## config.mk

```make
export PLATFORM = sky130hd
export DESIGN_NAME = frame_tx_1111001
export DESIGN_NICKNAME = d
export VERILOG_FILES = /design/src/rtl/frame_tx_1111001.sv
export SDC_FILE = /design/constraint.sdc
export NUM_CORES = 1
export LEC_CHECK = 0
export ABC_AREA = 1
export CAP_MARGIN = 20
export CORE_UTILIZATION = 45
export CTS_BUF_LIST = sky130_fd_sc_hd__clkbuf_8 sky130_fd_sc_hd__clkbuf_16
export CTS_CLUSTER_DIAMETER = 150
export CTS_CLUSTER_SIZE = 14
export DETAILED_ROUTE_END_ITERATION = 8
export PLACE_DENSITY = 0.7
export SKIP_CTS_REPAIR_TIMING = 1
export SYNTH_ARGS = -nofsm -noshare
export SYNTH_HDL_FRONTEND = slang
export SYNTH_SLANG_ARGS = --single-unit
```

## constraint.sdc

```tcl
create_clock -name clk -period 1.7 [get_ports clk]
set_clock_uncertainty 0.1 [all_clocks]
set_input_delay 0.255 -clock clk [delete_from_list [all_inputs] [get_ports clk]]
set_output_delay 0.255 -clock clk [all_outputs]
set_load 0.05 [all_outputs]
```

## src/rtl/frame_tx_1111001.sv

```systemverilog
// rtl/frame_tx_1111001.sv - serial frame transmitter: 1111001 sync, MSB-first payload, idle gap
module frame_tx_1111001 #(
    parameter int DATA_W = 8,
    parameter int GAP    = 1
) (
    input  logic              clk,
    input  logic              rst,
    input  logic [DATA_W-1:0] data_in,
    input  logic              valid_in,
    output logic              ready_out,
    output logic              x,
    output logic              sync_out,
    output logic              busy,
    output logic              frame_done
);

    localparam int CW = (DATA_W > 1) ? $clog2(DATA_W) : 1;
    localparam logic [CW-1:0] DATA_LAST = CW'(DATA_W - 1);
    localparam logic [CW-1:0] DATA_PEN  = CW'((DATA_W > 1) ? DATA_W - 2 : 0);
    localparam logic [3:0]    GAP_LAST  = 4'((GAP > 0) ? GAP - 1 : 0);
    // Sync pattern 1111001 stored in emission order, bit 0 goes out first
    localparam logic [6:0]    SYNC_BITS = 7'b1001111;

    typedef enum logic [1:0] {
        S_IDLE,
        S_SYNC,
        S_DATA,
        S_GAP
    } state_t;

    state_t            state, state_nx;
    logic [2:0]        sync_cnt, sync_cnt_nx;
    logic [CW-1:0]     data_cnt, data_cnt_nx;
    logic [3:0]        gap_cnt, gap_cnt_nx;
    logic [DATA_W-1:0] shift_q, shift_nx;
    logic              x_q, x_nx;
    logic              sync_q, sync_nx;
    logic              done_q, done_nx;

    always_ff @(posedge clk) begin
        if (rst) begin
            state    <= S_IDLE;
            sync_cnt <= '0;
            data_cnt <= '0;
            gap_cnt  <= '0;
            shift_q  <= '0;
            x_q      <= 1'b0;
            sync_q   <= 1'b0;
            done_q   <= 1'b0;
        end else begin
            state    <= state_nx;
            sync_cnt <= sync_cnt_nx;
            data_cnt <= data_cnt_nx;
            gap_cnt  <= gap_cnt_nx;
            shift_q  <= shift_nx;
            x_q      <= x_nx;
            sync_q   <= sync_nx;
            done_q   <= done_nx;
        end
    end

    // The state names the field whose bit is on x this cycle, so x and the
    // flags are computed one transition ahead and registered with the state.
    always_comb begin
        state_nx    = state;
        sync_cnt_nx = sync_cnt;
        data_cnt_nx = data_cnt;
        gap_cnt_nx  = gap_cnt;
        shift_nx    = shift_q;
        x_nx        = 1'b0;
        sync_nx     = 1'b0;
        done_nx     = 1'b0;
        case (state)
            S_IDLE: begin
                if (valid_in) begin
                    shift_nx    = data_in;
                    sync_cnt_nx = 3'd0;
                    state_nx    = S_SYNC;
                    x_nx        = SYNC_BITS[0];
                    sync_nx     = 1'b1;
                end
            end
            S_SYNC: begin
                if (sync_cnt == 3'd6) begin
                    state_nx    = S_DATA;
                    data_cnt_nx = '0;
                    x_nx        = shift_q[DATA_W-1];
                    shift_nx    = shift_q << 1;
                    done_nx     = (DATA_W == 1);
                end else begin
                    sync_cnt_nx = sync_cnt + 3'd1;
                    x_nx        = SYNC_BITS[sync_cnt_nx];
                    sync_nx     = 1'b1;
                end
            end
            S_DATA: begin
                if (data_cnt == DATA_LAST) begin
                    state_nx   = (GAP > 0) ? S_GAP : S_IDLE;
                    gap_cnt_nx = 4'd0;
                end else begin
                    data_cnt_nx = data_cnt + CW'(1);
                    x_nx        = shift_q[DATA_W-1];
                    shift_nx    = shift_q << 1;
                    done_nx     = (data_cnt == DATA_PEN);
                end
            end
            S_GAP: begin
                if (gap_cnt == GAP_LAST) begin
                    state_nx = S_IDLE;
                end else begin
                    gap_cnt_nx = gap_cnt + 4'd1;
                end
            end
            default: state_nx = S_IDLE;
        endcase
    end

    assign x          = x_q;
    assign sync_out   = sync_q;
    assign frame_done = done_q;
    assign ready_out  = (state == S_IDLE);
    assign busy       = (state != S_IDLE);

endmodule

```

==> results.sh <==
export IMPL_status="finished, final reports clean"
export IMPL_port_buffers=15
export IMPL_worstSkewPairLatency_ns=0.26
export IMPL_ys_seq_area_share_pct=35.35
export IMPL_drive_above_1_share_pct=20.86
export IMPL_cp_data_required_time_ns=1.75
export IMPL_worstSetupPathType="flop to flop"
export IMPL_antenna_found_initial=0
export IMPL_path_delay_family="flip-flops"
export IMPL_wl_met2_um=1266
export IMPL_coreArea_um2=2758
export IMPL_top_layer_used="met4"
export IMPL_grt_pass1_vias=1046
export IMPL_slew_violations=0
export IMPL_nFillCells=256
export IMPL_crit_buf_inv=2
export IMPL_slew_headroom_pct=83.25
export IMPL_grt_pass1_wl_um=4291
export IMPL_dp_hpwl_um=1949
export IMPL_gp_congestion=0.8342
export IMPL_dp_slack_ns=0.02886
export IMPL_dieArea_um2=3114
export IMPL_dr_wl_met3_um=84
export IMPL_grt_start_max_net_pins=17
export IMPL_finalCriticalPeriod_ns=1.573
export IMPL_cts_max_path_buffers=2
export IMPL_core_rowCount=19
export IMPL_crit_path_end_kind="flop"
export IMPL_path_cells="inv_2 -> ha_1 -> inv_1 -> o21ai_2 -> nand2_1 -> a21oi_1 -> nor3_1"
export IMPL_final_cell_mix="28 x nand2_1, 22 x dfxtp_1, 16 x nor2_1, 15 x a21oi_1, 14 x inv_1"
export IMPL_synth_cell_type_count=24
export IMPL_cts_num_sinks=23
export IMPL_synth_nets=189
export IMPL_yosysWarnings=0
export IMPL_startpoint_type="flop"
export IMPL_wl_um=2494
export IMPL_nets=212
export IMPL_fp_dieH_um=55.80
export IMPL_finalSetupTns_ns=0
export IMPL_critPathMaxStageDelay_ns=0.35
export IMPL_max_freq_mhz=635.9
export IMPL_peakVddDrop_mv=1.089
export IMPL_synth_cells=165
export IMPL_vias=1115
export IMPL_diodes=0
export IMPL_h_tree_depth=1
export IMPL_worst_pin_slew_ns=0.2513
export IMPL_grt_use_total_pct=17.09
export IMPL_syn_area_um2=1302
export IMPL_finalSetupViolCount=0
export IMPL_areaGrowthSynthToFinish_pct=22.57
export IMPL_io_pins=16
export IMPL_final_common_cell="nand2_1"
export IMPL_first_pass_iters=4
export IMPL_avgSynthCellArea_um2=7.894
export IMPL_synth_seq_cells=23
export IMPL_cp_slowest_cell="dfxtp_2"
export IMPL_drc=0
export IMPL_start_util_pct=47.23
export IMPL_tritoncts="built"
export IMPL_path_max_fanout=5
export IMPL_drtIter0Drc=23
export IMPL_p_leak_nw=0.7083
export IMPL_cts_reportedPaths_clkPinSlew_ns=0.08
export IMPL_overflow=0
export IMPL_wl_met1_um=1122
export IMPL_max_cap_violations=0
export IMPL_finalCritPeriodShare_pct=92.50
export IMPL_rsz0062_at_grt="false"
export IMPL_post_drt_wl_per_cell_um=11.44
export IMPL_ant_nets=0
export IMPL_hp_class="flop to flop"
export IMPL_avgViaCountPerCell=5.115
export IMPL_worst_endpoint_arrival_ns=1.63
export IMPL_numCtsBuffers=3
export IMPL_hold_violations=0
export IMPL_die_w_um=55.80
export IMPL_root_buffer="clkbuf_8"
export IMPL_power_density_nw_per_um2=1726
export IMPL_finalWorstSetupSlack_ns=0.1274
-- metrics by stage --
stage          utilization [%]  instances  power (W)  cell area [µm²]  hold WS, ns
2_1_floorplan                -        165   0.001983             1319       0.3332
3_3_place_gp             54.99        210   0.002303             1516       0.3611
3_5_place_dp             54.99        210   0.002354             1516       0.3626
4_1_cts                  56.67        214   0.002696             1563       0.3780
5_1_grt                  57.89        218   0.002973             1597       0.4038
6_report                 57.89        218   0.002756             1597       0.3729
-- logic make-up after synthesis --
kind of cell	Yosys count	share of synthesized area, %
AO/OA/AOI/OAI	32	14.02
multiplexers	7	5.380
adder cells (fa/ha/maj)	13	12.49
XOR/XNOR	2	1.345
AND/OR/NAND/NOR	65	23.92
buffers and inverters	23	7.493
flip-flops	23	35.35
-- synthesized netlist by cell type --
master / number / area, µm²
a21oi_1: 15 / 75.07
a21oi_2: 2 / 17.52
buf_2: 3 / 15.01
buf_6: 1 / 11.26
dfxtp_1: 23 / 460.4
ha_1: 13 / 162.7
inv_1: 17 / 63.81
inv_2: 2 / 7.510
mux2i_1: 7 / 70.07
nand2_1: 28 / 105.1
nand2_2: 4 / 25.02
nand2_4: 2 / 22.52
nand3_1: 9 / 45.04
nand3_2: 1 / 10.01
nand4_1: 1 / 6.260
nor2_1: 16 / 60.06
nor2_2: 1 / 6.260
nor2_8: 1 / 20.02
nor3_1: 1 / 5.000
nor4_1: 1 / 6.260
o21ai_0: 9 / 45.04
o21ai_1: 2 / 10.01
o21ai_2: 4 / 35.03
xnor2_1: 2 / 17.52
-- worst register-to-register path, delay by kind of cell (launching register included) --
family	cells	cell delay (ns)
buffers and inverters	2	0.23
and+or+nand+nor	2	0.18
DFF	1	0.35
AOI/OAI and AO/OA	2	0.31
adders and majority gates	1	0.30
-- per-layer routing --
metal	track usage (%)	vias to the layer above
li1	-	581
met1	20.03	515
met2	30.64	17
met3	4.419	2
met4	4.643	0
met5	0	-
-- power breakdown --
part	leakage, nW	switching, W	internal [W]
combinational	0.493	0.000899	0.000689
clock	0.0255	0.000167	0.000163
sequential	0.190	0.000125	0.000713
-- final cells by class --
| type | instances | area, µm² | share of cell area, % |
|---|---|---|---|
| Clock buffer | 3 | 41.29 | 2.586 |
| Clock inverter | 1 | 5.005 | 0.3135 |
| Inverter | 19 | 75.07 | 4.702 |
| Tap cell | 31 | 38.79 | 2.429 |
| Timing Repair Buffer | 22 | 215.2 | 13.48 |
| Sequential cell | 23 | 461.7 | 28.92 |
| Multi-Input combinational cell | 119 | 759.5 | 47.57 |
-- registers in the layout, summed over array words and instances (netlist names) --
register,count
sync_cnt,3
x,1
data_cnt,3
gap_cnt,4
shift_q,8
sync_out,1
state,2
frame_done,1
-- final timing paths --
check	start	to	slack (ns)	depth (start not counted)
setup reg to reg	state[1]	data_cnt[0]	0.13	7
hold / removal	data_cnt[2]	frame_done	0.37	2
hold reg to reg	data_cnt[2]	frame_done	0.37	2
setup / recovery	state[1]	data_cnt[0]	0.13	7
No activity file was read; power rests on OpenSTA's default activity.
